--- config.mk ---
export PLATFORM = sky130hd
export DESIGN_NAME = flash_page_loader
export DESIGN_NICKNAME = d
export VERILOG_FILES = /design/src/rtl/flash_page_loader.sv
export SDC_FILE = /design/constraint.sdc
export NUM_CORES = 1
export LEC_CHECK = 0
export CORE_MARGIN = 1.5
export CORE_UTILIZATION = 65
export CTS_BUF_LIST = sky130_fd_sc_hd__clkbuf_4
export DETAILED_ROUTE_END_ITERATION = 12
export DONT_BUFFER_PORTS = 1
export GPL_ROUTABILITY_DRIVEN = 1
export GPL_TIMING_DRIVEN = 1
export PLACE_DENSITY = 0.84
export SLEW_MARGIN = 20
export SYNTH_ARGS = -nofsm -noshare
export SYNTH_HDL_FRONTEND = slang
export SYNTH_SLANG_ARGS = --single-unit
export TNS_END_PERCENT = 5
--- constraint.sdc ---
create_clock -name clk -period 3.05 [get_ports clk]
set_input_delay 0.1525 -clock clk [delete_from_list [all_inputs] [get_ports clk]]
set_output_delay 0.1525 -clock clk [all_outputs]
set_load 0.01 [all_outputs]
--- src/rtl/flash_page_loader.sv ---
// Flash page loader: reads one page from a SPI NOR flash with the 0x03 read
// command (SPI mode 0) and streams it, word by word, into a cache SRAM.
module flash_page_loader #(
  parameter int unsigned CLK_DIV    = 2,
  parameter int unsigned PAGE_WORDS = 64,
  localparam int unsigned IDX_W     = $clog2(PAGE_WORDS)
) (
  input  logic             clk,
  input  logic             rst,
  input  logic [23:0]      base_addr_i,
  input  logic             load_i,
  input  logic             invalidate_i,
  output logic             busy_o,
  output logic             cached_o,
  output logic [23:0]      cached_base_o,
  output logic             cache_we_o,
  output logic [IDX_W-1:0] cache_addr_o,
  output logic [31:0]      cache_data_o,
  output logic             flash_csb_o,
  output logic             flash_sck_o,
  output logic             flash_mosi_o,
  input  logic             flash_miso_i
);

  localparam logic [8:0]  DivLast  = 9'(CLK_DIV - 1);
  localparam logic [8:0]  EndLast  = 9'(2 * CLK_DIV - 1);
  localparam logic [13:0] DataLast = 14'(32 * PAGE_WORDS - 1);

  typedef enum logic [2:0] {StIdle, StCmd, StAddr, StData, StEnd} state_e;

  state_e           state_q, state_d;
  logic [8:0]       div_q, div_d;
  logic             sck_q, sck_d;
  logic             csb_q, csb_d;
  logic [31:0]      out_sr_q, out_sr_d;
  logic [31:0]      in_sr_q, in_sr_d;
  logic [4:0]       rx_cnt_q, rx_cnt_d;
  logic [13:0]      bit_cnt_q, bit_cnt_d;
  logic             we_q, we_d;
  logic [31:0]      data_q, data_d;
  logic [IDX_W-1:0] addr_q, addr_d;
  logic             cached_q, cached_d;
  logic [23:0]      base_q, base_d;

  // Byte-lane address bits are dropped: pages are word aligned.
  logic unused_addr_lsb;
  assign unused_addr_lsb = ^base_addr_i[1:0];

  // Next-state logic: SCK divider, bit shifting, word assembly and FSM sequencing.
  always_comb begin
    state_d   = state_q;
    div_d     = div_q;
    sck_d     = sck_q;
    csb_d     = csb_q;
    out_sr_d  = out_sr_q;
    in_sr_d   = in_sr_q;
    rx_cnt_d  = rx_cnt_q;
    bit_cnt_d = bit_cnt_q;
    we_d      = 1'b0;
    data_d    = data_q;
    addr_d    = we_q ? addr_q + 1'b1 : addr_q;
    cached_d  = cached_q;
    base_d    = base_q;

    unique case (state_q)
      StIdle: begin
        if (load_i) begin
          state_d   = StCmd;
          csb_d     = 1'b0;
          sck_d     = 1'b0;
          div_d     = '0;
          base_d    = {base_addr_i[23:2], 2'b00};
          // Command and address form one 32-bit MSB-first stream.
          out_sr_d  = {8'h03, base_addr_i[23:2], 2'b00};
          bit_cnt_d = 14'd7;
          rx_cnt_d  = '0;
          addr_d    = '0;
          cached_d  = 1'b0;
        end else if (invalidate_i) begin
          cached_d = 1'b0;
        end
      end
      StCmd, StAddr, StData: begin
        if (div_q == DivLast) begin
          div_d = '0;
          sck_d = ~sck_q;
          if (!sck_q) begin
            // Rising SCK: sample MISO during the data phase.
            if (state_q == StData) begin
              in_sr_d  = {in_sr_q[30:0], flash_miso_i};
              rx_cnt_d = rx_cnt_q + 5'd1;
              if (rx_cnt_q == 5'd31) begin
                we_d   = 1'b1;
                // Bytes arrive first-to-last; first byte lands in bits [7:0].
                data_d = {in_sr_q[6:0], flash_miso_i, in_sr_q[14:7],
                          in_sr_q[22:15], in_sr_q[30:23]};
              end
            end
          end else begin
            // Falling SCK: present the next MOSI bit, close the bit.
            out_sr_d = {out_sr_q[30:0], 1'b0};
            if (bit_cnt_q == '0) begin
              if (state_q == StCmd) begin
                state_d   = StAddr;
                bit_cnt_d = 14'd23;
              end else if (state_q == StAddr) begin
                state_d   = StData;
                bit_cnt_d = DataLast;
              end else begin
                state_d = StEnd;
                csb_d   = 1'b1;
              end
            end else begin
              bit_cnt_d = bit_cnt_q - 14'd1;
            end
          end
        end else begin
          div_d = div_q + 9'd1;
        end
      end
      StEnd: begin
        if (div_q == EndLast) begin
          state_d  = StIdle;
          div_d    = '0;
          cached_d = 1'b1;
        end else begin
          div_d = div_q + 9'd1;
        end
      end
      default: state_d = StIdle;
    endcase
  end

  // State registers with synchronous reset; reset also aborts any transaction.
  always_ff @(posedge clk) begin
    if (rst) begin
      state_q   <= StIdle;
      div_q     <= '0;
      sck_q     <= 1'b0;
      csb_q     <= 1'b1;
      out_sr_q  <= '0;
      in_sr_q   <= '0;
      rx_cnt_q  <= '0;
      bit_cnt_q <= '0;
      we_q      <= 1'b0;
      data_q    <= '0;
      addr_q    <= '0;
      cached_q  <= 1'b0;
      base_q    <= '0;
    end else begin
      state_q   <= state_d;
      div_q     <= div_d;
      sck_q     <= sck_d;
      csb_q     <= csb_d;
      out_sr_q  <= out_sr_d;
      in_sr_q   <= in_sr_d;
      rx_cnt_q  <= rx_cnt_d;
      bit_cnt_q <= bit_cnt_d;
      we_q      <= we_d;
      data_q    <= data_d;
      addr_q    <= addr_d;
      cached_q  <= cached_d;
      base_q    <= base_d;
    end
  end

  assign busy_o        = (state_q != StIdle);
  assign cached_o      = cached_q;
  assign cached_base_o = base_q;
  assign cache_we_o    = we_q;
  assign cache_addr_o  = addr_q;
  assign cache_data_o  = data_q;
  assign flash_csb_o   = csb_q;
  assign flash_sck_o   = sck_q;
  assign flash_mosi_o  = out_sr_q[31];

endmodule

=== Word-level counts from Yosys, hierarchy flattened ===
Index checks and enable logic that the tools add are counted.

* Input port bits: 29
* Register bits after elaboration: 158
* Logic and storage cells: 103
* Output and inout port bits: 68

* Bitwise gates (word level): 4
* Add/sub/neg operators: 4
* Reduce and logical (&&, ||, !) cells: 19
* Multiplexer cells: 45
* Equal/unequal tests: 18

{| class="wikitable"
|+ Operators by type and width
! kind !! number
|-
| $mux W32 || 3
|-
| $mux W14 || 6
|-
| $pmux W32 S2 || 1
|-
| $pmux W14 S2 || 1
|-
| $mux W9 || 3
|-
| $pmux W9 S3 || 1
|-
| $mux W3 || 7
|-
| $mux W5 || 4
|-
| $reduce_and A5 Y1 || 4
|-
| $mux W6 || 3
|-
| $ne A2 B2 Y1 const B || 9
|-
| $logic_not A14 Y1 || 1
|-
| $sub A14 B1 Y14 const B || 1
|-
| $mux W1 || 11
|-
| $pmux W5 S2 || 1
|-
| $add A9 B1 Y9 const B || 1
|-
| $eq A9 B1 Y1 const B || 1
|-
| $eq A9 B2 Y1 const B || 1
|-
| $pmux W3 S3 || 1
|-
| $reduce_and A4 Y1 || 2
|-
| $reduce_and A7 Y1 || 1
|-
| $add A6 B1 Y6 const B || 1
|-
| $eq A3 B2 Y1 const B || 2
|-
| $pmux W1 S2 || 3
|-
| 14 further kinds || 21
|}

=== Longest topological paths before layout ===
Gate-level depths: netlist of run 1.

* Word-level depth: 7
* Gate-level depth with buffers: 10
* Depth with buffers taken out: 7

=== Least setup slack after synthesis of run 1 ===
Ideal clock, no wire load.

* Path type: reg-to-reg
* From: register bit_cnt_q[0]
* To: register state_q[0]
* Stages on the path, launching flop included: 10
* Arrival: 2.255 ns
* Clock period less this slack: 2.358 ns
* Slack: 0.692 ns
* Path buffers: 2
* Cell sequence: dfxtp_1 inv_1 ha_1 or4b_1 buf_2 or4_4 buf_6 o21ai_2 o21ai_1 a2111oi_2

* Cells in the longest elaborated chain, start to end: 3

{| class="wikitable"
|+ Ends and longest elaborated chain
! item !! RTL line !! RTL
|-
| from (decl) || 38 || <nowiki>logic [13:0] bit_cnt_q, bit_cnt_d;</nowiki>
|-
| from (signal assigned) || 158 || <nowiki>bit_cnt_q <= bit_cnt_d;</nowiki>
|-
| $logic_not A14 Y1 || 102 || <nowiki>if (bit_cnt_q == '0) begin</nowiki>
|-
| $ne A2 B2 Y1 (no source line) || -- ||
|-
| $reduce_and A5 Y1 (no source line) || -- ||
|-
| to (signal assigned) || 137 || <nowiki>state_q <= StIdle;</nowiki>
|-
| to (signal assigned) || 151 || <nowiki>state_q <= state_d;</nowiki>
|-
| to (decl) || 31 || <nowiki>state_e state_q, state_d;</nowiki>
|}

No other way between the ends.
A chain may end at the register's enable or synchronous reset.

=== Worst setup path after layout of run 1 ===
* From: register bit_cnt_q[0]
* To: register bit_cnt_q[6]

* Cells in the longest elaborated chain, start to end: 5

{| class="wikitable"
|+ Ends and longest elaborated chain
! item !! RTL line !! RTL
|-
| $sub A14 B1 Y14 or $logic_not A14 Y1 (tied branches) || 114, 102 ||
|-
| $mux W14 || 102 ||
|-
| $mux W14 || 87 || <nowiki>if (!sck_q) begin</nowiki>
|-
| $mux W14 || 84 || <nowiki>if (div_q == DivLast) begin</nowiki>
|-
| $pmux W14 S2 || 65 || <nowiki>unique case (state_q)</nowiki>
|}

Several ways; a longest one is shown, not always the timed one. The select of a mux whose other input is x is not followed.

==> results_dict.tcl, run 1 <==
set metrics [dict create \
    routed_wl_mm 13.3 \
    clock_sinks 156 \
    cts_buffer_depth 2 \
    cp-start-kind "flip-flop" \
    cts.hold.buffers_added 26 \
    die_x_um 101 \
    crit_path_max_fanout 9 \
    n_antenna_cell 0 \
    crit_type "reg2reg" \
    core.rowCount 35 \
    place_congestion 0.861 \
    p_leak_nw 2.45 \
    slew-limit-headroom_pct 56.4 \
    viasPerCell 5.80 \
    synth.top_cells.by_area "dfxtp_1, nand2_1, a21oi_1" \
    setup_viol 0 \
    grt_pass1_vias 4969 \
    chipHeight_um 101 \
    p_sw_share_pct 28.9 \
    reg2reg_slack_ns 0.42 \
    grtUsageTotal_pct 26.9 \
    ctsResizeCount 0 \
    min_path_type "in2reg" \
    initial_core_util_pct 67.3 \
    vdd_drop_max_mv 0.337 \
    htreeDepth 4 \
    p_clk_share_pct 34.0 \
    clk_latency_ns 0.54 \
    finalHoldViolations 0 \
    ys_types 60 \
    final_nets 819 \
    p_comb_share_pct 9.4 \
    die-area_um2 10200 \
    finalClockSkew_ns 0.0197 \
    synth_enable_flop_cells 0 \
    placed_cells 868 \
    ioPinCount 97 \
    drc 0 \
    synth_area_per_cell_um2 8.00 \
    fin_util_pct 74.1 \
    ys_seq_elements 156 \
    post_drt_wl_per_cell_um 14.4 \
    synth_warnings 0 \
    yosys-top-cells-count "nand2_1, dfxtp_1, a21oi_1, nor2_1, clkbuf_1" \
    detailed_place_hpwl_mm 8.29 \
    period_needed_ns 2.63 \
    post-synth-top-count-cell "nand2_1" \
    drive_above_1_share_pct 7.90 \
    instances_no_fill 926 \
    grt_max_degree 139 \
    worstPathArrival_ns 3.07 \
    portBuffers 0 \
    min_period_over_period_pct 86.3 \
    cap_violations 0 \
    synthArstFlopShare_pct 0 \
    drt_iter0_markers 422 \
    syn_area_um2 6240 \
    worst_pin_slew_ns 0.648 \
    vias 5373 \
    rsz0062_at_grt "false" \
    synth_cells 781 \
    yosysTopAreaCell "dfxtp_1" \
    dr.pass1.iters 5 \
    power.total_w 0.00380 \
    setup-tns-final_ns 0 \
    overflow 0 \
    ant_nets 0 \
    p_per_area_nw_per_um2 552 \
    slew_violations 0 \
    seq_area_frac_synth_pct 50.0 \
    areaGrowthSynthToFinish_pct 10.2 \
    cts_buffers 17 \
    grt_pass1_wl_mm 22.1 \
    coreArea_um2 9280 \
    antenna_found_initial 0 \
    clk_pin_slew_ns 0.14 \
    synth_flop_cell "dfxtp_1" \
    cts_post_setup_buffers_inserted 0 \
    cts_root_buffer "clkbuf_4" \
    tritoncts "done" \
    p_int_w 0.00270 \
    end_kind "flip-flop" \
    fmax_mhz 380 \
    yosys.area.top_type_share_pct 50.0 \
    outcome "complete, no violations" \
    p_switching_w 0.00110 \
    sequentialPowerShare_pct 56.7 \
    required_ns 3.49 \
]
-- power groups by stage --
stage                     registers (W)  clock network, W  logic (W)
after floorplan                 0.00218                 0   0.000269
after global placement          0.00219                 0   0.000277
after detailed placement        0.00219                 0   0.000290
after CTS                       0.00215           0.00131   0.000349
after global routing            0.00216           0.00140   0.000396
final                           0.00215           0.00129   0.000355
-- cell type report --
class | count | area, µm²
clock buffers | 18 | 135
clock inverters | 14 | 171
fillers | 695 | 2400
inverters | 5 | 18.8
multi-input cells | 564 | 2890
flip-flops and latches | 156 | 3120
well taps | 129 | 161
repair buffers | 40 | 383
-- cell families (layout without fill, tap and decap cells) --
kind of cell / Yosys count / after routing / synth area share, %
simple gates: 367 / 367 / 25.4
compound gates: 173 / 173 / 17.0
flops: 156 / 156 / 50.0
buf+inv: 62 / 77 / 4.07
xor+xnor: 15 / 15 / 2.10
fa+ha+maj: 6 / 6 / 1.20
other cells: 1 / 2 / 0.0601
mux: 1 / 1 / 0.160
-- per-stage QoR --
step	area [µm²]	worst slack [ns]	hold slack (ns)
6_report	6880	0.418	0.0257
5_1_grt	6880	0.241	0.0593
4_1_cts	6880	0.422	0.0188
3_5_place_dp	6300	0.471	0.234
3_3_place_gp	6300	0.530	0.233
2_1_floorplan	6250	0.692	0.288
-- path summary, 6_finish.rpt --
| check | cells after the start | endpoint | start |
|---|---|---|---|
| worst max-delay path | 7 | bit_cnt_q[6]$_SDFFE_PP0P_ | bit_cnt_q[0]$_SDFFE_PP0P_ |
| worst min-delay path | 2 | flash_sck_o$_SDFFE_PP0P_ | rst |
| worst max register to register | 7 | bit_cnt_q[6]$_SDFFE_PP0P_ | bit_cnt_q[0]$_SDFFE_PP0P_ |
| worst min register to register | 2 | out_sr_q[29]$_SDFFE_PP0P_ | out_sr_q[29]$_SDFFE_PP0P_ |
-- sequential cells by signal (all words and copies together) (netlist names), 5 cells and up --
| name | count |
|---|---|
| cached_base_o | 22 |
| rx_cnt_q | 5 |
| out_sr_q | 30 |
| div_q | 9 |
| cache_data_o | 32 |
| bit_cnt_q | 14 |
| in_sr_q | 31 |
| cache_addr_o | 6 |
-- layer usage --
layer	global-route usage [%]	up-vias	share of wire (%)
li1	-	2676	-
met4	9.83	0	1.2
met3	5.69	15	6.1
met5	0	-	0
met2	47.5	179	51
met1	32.4	2503	42
-- critical path, stage by stage (launching register included) --
cell and delay [ns]:
dfxtp_1 0.37, inv_1 0.07, ha_1 0.20, or4b_1 0.61
nor4_1 0.55, a211o_1 0.39, nor4_1 0.08, a211o_1 0.26
-- cell usage in the layout (no fill, tap or decap), types with 2 or more instances in the layout --
master	synthesis	routed
a32o_1	2	2
nor2_1	58	57
inv_1	5	5
inv_8	0	5
clkinv_4	0	2
nor3_1	8	8
nor4_1	6	6
dfxtp_1	156	156
xor2_1	9	9
conb_1	1	2
nand2b_1	2	2
nand3_1	13	13
or4b_2	2	2
a21o_1	6	6
clkbuf_4	0	18
o21ai_0	11	11
buf_4	2	14
inv_6	0	4
or4_1	3	3
a211o_1	2	2
a311oi_1	23	23
xnor2_1	6	6
or3_1	13	13
nand4_1	9	9
nor4b_2	1	2
ha_1	6	6
and3_1	3	3
a31oi_1	4	4
nand2_1	236	236
a21oi_1	108	108
dlygate4sd3_1	0	25
clkinv_8	0	2
Power figures use the tool's default switching activity.
==> inputs of run 2 (changes only) <==
CELL_PAD_IN_SITES_DETAIL_PLACEMENT = 1   (was not set)
CELL_PAD_IN_SITES_GLOBAL_PLACEMENT = 1   (was not set)
CORE_UTILIZATION = 48   (was 65)
PLACE_DENSITY = not set   (was 0.84)
PLACE_DENSITY_LB_ADDON = 0.1   (was not set)
==> run 2 against run 1 <==
  * Non-clock buffer count fell by 1
  * Count of clock-buffer cells in the layout grew 2
  * First-iteration DRC count decreased by 28%
  * Sequential share of layout area fell by 0.41 points
  * Power up 2.7%
  * Sequential power barely moved
  * Clock power is 7% higher
  * Die area grew 34%
==> results_dict.tcl, run 2 (synthesis results as in run 1) <==
set metrics [dict create \
    ant_nets 0 \
    grt_pass1_vias 5199 \
    reg2reg_slack_ns 0.32 \
    timing.rr.end "bit_cnt_q[6]$_SDFFE_PP0P_" \
    vias 5309 \
    required_ns 3.57 \
    setup_viol 0 \
    placed_cells 909 \
    crit_start "bit_cnt_q[0]$_SDFFE_PP0P_" \
    n_fill_cell 1574 \
    cap_violations 0 \
    crit_path_end "bit_cnt_q[6]$_SDFFE_PP0P_" \
    max_stage_delay_ns 0.61 \
    die_x_um 117 \
    p_sw_share_pct 25.5 \
    end_kind "flip-flop" \
    routed_wl_mm 15.1 \
    sequentialPowerShare_pct 55.1 \
    cp-start-kind "flip-flop" \
    multiInputGateArea_um2 2890 \
    finalClockSkew_ns 0.0137 \
    crit_path_max_fanout 9 \
    largest_reg_flops 32 \
    portBuffers 0 \
    cts_post_setup_buffers_inserted 0 \
    grt_max_degree 139 \
    grt_pass1_wl_mm 24.5 \
    p_int_w 0.00291 \
    vdd_drop_max_mv 0.297 \
    seqCellArea_um2 3120 \
    clk_latency_ns 0.57 \
    worst_pin_slew_ns 0.732 \
    min_path_type "in2reg" \
    cts_root_buffer "clkbuf_4" \
    initial_core_util_pct 49.3 \
    timing.rr.start "bit_cnt_q[0]$_SDFFE_PP0P_" \
    place_congestion 0.793 \
    clk_pin_slew_ns 0.13 \
    die-area_um2 13700 \
    cts_buffer_depth 2 \
    fmax_mhz 366 \
    clock_sinks 156 \
    rsz0062_at_grt "false" \
    drive_above_1_share_pct 7.41 \
    reg2reg_depth 7 \
    p_switching_w 0.000993 \
    coreArea_um2 12700 \
    cpMaxStageDelayCell "or4b_1" \
    p_per_area_nw_per_um2 561 \
    post_drt_wl_per_cell_um 15.6 \
    final_nets 818 \
    min_period_over_period_pct 89.5 \
    final_common_cell "nand2_1" \
    p_comb_share_pct 9.4 \
    p_leak_nw 2.45 \
    detailed_place_hpwl_mm 9.42 \
    drc 0 \
    htreeDepth 4 \
    tritoncts "done" \
    path_cells "inv_1, ha_1, or4b_1, nor4_1, a311oi_2, nor2_2, a211o_1" \
    areaGrowthSynthToFinish_pct 11.2 \
    grtUsageTotal_pct 22.7 \
    viasPerCell 5.48 \
    antenna_found_initial 0 \
    dr.pass1.iters 4 \
    final_cell_mix "nand2_1, dfxtp_1, a21oi_1" \
    slew_violations 0 \
    p_clk_share_pct 35.5 \
    ioPinCount 97 \
    chipHeight_um 117 \
    cts_buffers 17 \
    period_needed_ns 2.73 \
    overflow 0 \
    crit_type "reg2reg" \
    slew-limit-headroom_pct 50.5 \
    worstPathArrival_ns 3.25 \
    n_antenna_cell 0 \
    outcome "complete, no violations" \
    drt_iter0_markers 305 \
    setup-tns-final_ns 0 \
    finalHoldViolations 0 \
    core.rowCount 41 \
    instances_no_fill 968 \
]
-- run 2: worst min-delay path by stage --
stage	start	endpoint	slack, ns	cells after the start
floorplan	flash_miso_i	in_sr_q[0]$_SDFFE_PP0P_	0.29	2
global placement	rst	cached_o$_SDFFE_PP0P_	0.23	1
detailed placement	rst	state_q[1]$_SDFFE_PP0P_	0.24	1
CTS	rst	flash_sck_o$_SDFFE_PP0P_	0.008	2
global route	rst	cached_o$_SDFFE_PP0P_	0.02	2
finish	rst	flash_sck_o$_SDFFE_PP0P_	0.02	2
-- run 2: routing by layer --
| layer | GRT usage, % | wire length, µm | vias up |
|---|---|---|---|
| met5 | 0 | 0 | - |
| met4 | 8.35 | 249 | 0 |
| met3 | 6.33 | 594 | 22 |
| met2 | 40.7 | 7820 | 83 |
| met1 | 25.9 | 6440 | 2538 |
| li1 | - | - | 2666 |
-- run 2: worst max-delay path, delay by kind of cell, from the launching register on --
kind | cells | cell delay [ns]
and+or+nand+nor | 3 | 1.53
AOI/OAI and AO/OA | 2 | 0.52
DFF | 1 | 0.36
adders and majority gates | 1 | 0.19
buffers and inverters | 1 | 0.07
-- run 2: per-stage QoR --
stage / hold slack (ns) / total power [W] / cell area (µm²) / util, % / worst slack, ns
finish: 0.0200 / 0.00390 / 6940 / 54.8 / 0.321
global route: 0.0241 / 0.00409 / 6940 / 54.8 / 0.0940
CTS: 0.00829 / 0.00395 / 6940 / 54.8 / 0.361
detailed placement: 0.240 / 0.00250 / 6340 / 50.0 / 0.373
global placement: 0.235 / 0.00248 / 6340 / 50.0 / 0.502
floorplan: 0.288 / 0.00245 / 6250 / - / 0.692
-- run 2: area by class of cell --
cell class | instances | share of cell area [%]
multi-input combinational | 564 | 41.6
sequential | 156 | 45.0
inverter | 5 | 0.270
timing repair buffer | 39 | 5.44
tap | 172 | 3.10
clock buffer | 20 | 2.16
clock inverter | 12 | 2.45
-- run 2: power by group through the flow --
stage          sequential, W  combinational (W)  clock (W)
6_report             0.00215           0.000368    0.00138
3_5_place_dp         0.00219           0.000305          0
3_3_place_gp         0.00219           0.000287          0
2_1_floorplan        0.00218           0.000269          0
5_1_grt              0.00216           0.000412    0.00152
4_1_cts              0.00215           0.000370    0.00143
-- run 2: timing repair --
action / CTS / global route
resized for setup: 0 / 0
hold endpoints to repair: 149 / 0
hold buffers: 27 / 0
==> inputs of run 3 (changes only) <==
clock period = 2.65 ns   (was 3.05 ns; I/O delays follow)
==> run 3 against run 2 <==
  * Register-to-register slack got worse by 0.24 ns
  * Combinational power rose by 22%
  * Sequential share of layout area fell by 0.097 points
  * Flip-flop and latch count did not move
  * Critical endpoint is now state_q[0]$_SDFFE_PP0P_
==> results_dict.tcl, run 3 (synthesis results as in run 1) <==
set metrics [dict create \
    ant_nets 0 \
    grt_pass1_vias 5302 \
    grtUsageTotal_pct 23.3 \
    overflow 0 \
    detailed_place_hpwl_mm 9.88 \
    die-area_um2 13700 \
    end_kind "flip-flop" \
    worstPathArrival_ns 3.03 \
    cap_violations 0 \
    place_congestion 0.757 \
    crit_path_max_fanout 9 \
    reg2reg_depth 7 \
    antenna_found_initial 0 \
    path_cells "inv_1, ha_1, or4b_1, or4_4, o21ai_2, o21ai_1, a2111oi_2" \
    n_fill_cell 1570 \
    areaGrowthSynthToFinish_pct 11.4 \
    vias 5468 \
    final_common_cell "nand2_1" \
    finalHoldViolations 0 \
    fin_util_pct 54.9 \
    required_ns 3.11 \
    slew-limit-headroom_pct 57.0 \
    final_cell_mix "nand2_1, dfxtp_1, a21oi_1" \
    fin_ws_ns 0.0771 \
    drive_above_1_share_pct 8.11 \
    clk_latency_ns 0.56 \
    post_drt_wl_per_cell_um 16.1 \
    n_antenna_cell 0 \
    drt_iter0_markers 385 \
    crit_type "reg2reg" \
    cts_buffer_depth 2 \
    grt_pass1_wl_mm 25.1 \
    ioPinCount 97 \
    finalClockSkew_ns 0.0152 \
    setup-tns-final_ns 0 \
    clk_pin_slew_ns 0.12 \
    p_leak_nw 2.47 \
    viasPerCell 5.62 \
    coreArea_um2 12700 \
    clock_sinks 156 \
    grt_max_degree 139 \
    largest_reg_flops 32 \
    initial_core_util_pct 49.3 \
    min_delay_path_depth 4 \
    seqCellArea_um2 3120 \
    rsz0062_at_grt "true" \
    routed_wl_mm 15.7 \
    core.rowCount 41 \
    multiInputGateArea_um2 2900 \
    final_nets 826 \
    instances_no_fill 973 \
    cts_post_setup_buffers_inserted 0 \
    chipHeight_um 117 \
    drc 0 \
    fin_hold_ws_ns 0.102 \
    fmax_mhz 389 \
    cpMaxStageDelayCell "or4_4" \
    cts_buffers 17 \
    cp-start-kind "flip-flop" \
    min_path_type "in2reg" \
    place_ws_ns 0.167 \
    min_period_over_period_pct 97.1 \
    worst_pin_slew_ns 0.645 \
    slew_violations 0 \
    die_x_um 117 \
    placed_cells 916 \
    max_stage_delay_ns 0.62 \
    tritoncts "done" \
    outcome "complete, no violations" \
    vdd_drop_max_mv 0.334 \
    setup_viol 0 \
    cts_root_buffer "clkbuf_4" \
    period_needed_ns 2.57 \
    p_per_area_nw_per_um2 619 \
    htreeDepth 4 \
    portBuffers 0 \
    dr.pass1.iters 5 \
]
==> run 3: worst paths after layout <==
kind / startpoint / endpoint / slack (ns)
min: load_i / div_q[6]$_SDFFE_PP0P_ / 0.10
max reg2reg: bit_cnt_q[0]$_SDFFE_PP0P_ / state_q[0]$_SDFFE_PP0P_ / 0.08
min reg2reg: in_sr_q[17]$_SDFFE_PP0P_ / in_sr_q[18]$_SDFFE_PP0P_ / 0.46
max: bit_cnt_q[0]$_SDFFE_PP0P_ / state_q[0]$_SDFFE_PP0P_ / 0.08
==> run 3: power by group <==
group          switching, W  internal [W]  total [W]
clock              0.000797      0.000583    0.00138
sequential        0.0000618       0.00241    0.00248
combinational      0.000275      0.000174   0.000449
==> run 3: metal layers <==
layer  GRT usage (%)  wire length [µm]  vias up
li1                -                 -     2673
met1            27.3              6780     2675
met2            41.0              7970       93
met3            5.82               589       27
met4            8.92               334        0
met5               0                 0        -
==> run 3: critical path: cells and delay by family, from the launching register on <==
| family | cells | cell delay (ns) |
|---|---|---|
| AND/OR/NAND/NOR | 2 | 1.16 |
| adder cells (fa/ha/maj) | 1 | 0.21 |
| buffers and inverters | 1 | 0.09 |
| flip-flops | 1 | 0.37 |
| AO/OA/AOI/OAI | 3 | 0.66 |
==> run 3: repair_timing <==
item                                    4_1_cts  5_1_grt
endpoints found under the hold margin       156        0
resized for setup                             0        1
endpoints found under the setup margin        0        8
hold buffers                                 28        0
==> run 3: cell type report <==
class	count	share of cell area, %
Clock buffer	21	2.27
Clock inverter	8	1.38
Inverter	5	0.270
Multi-Input combinational cell	564	41.6
Sequential cell	156	44.9
Tap cell	172	3.09
Timing Repair Buffer	47	6.51
==> run 3: metrics by stage <==
step                      total power [W]  cell area (µm²)
after floorplan                   0.00282             6250
after global placement            0.00287             6400
after detailed placement          0.00290             6400
after CTS                         0.00434             6950
after global routing              0.00450             6960
final                             0.00431             6960
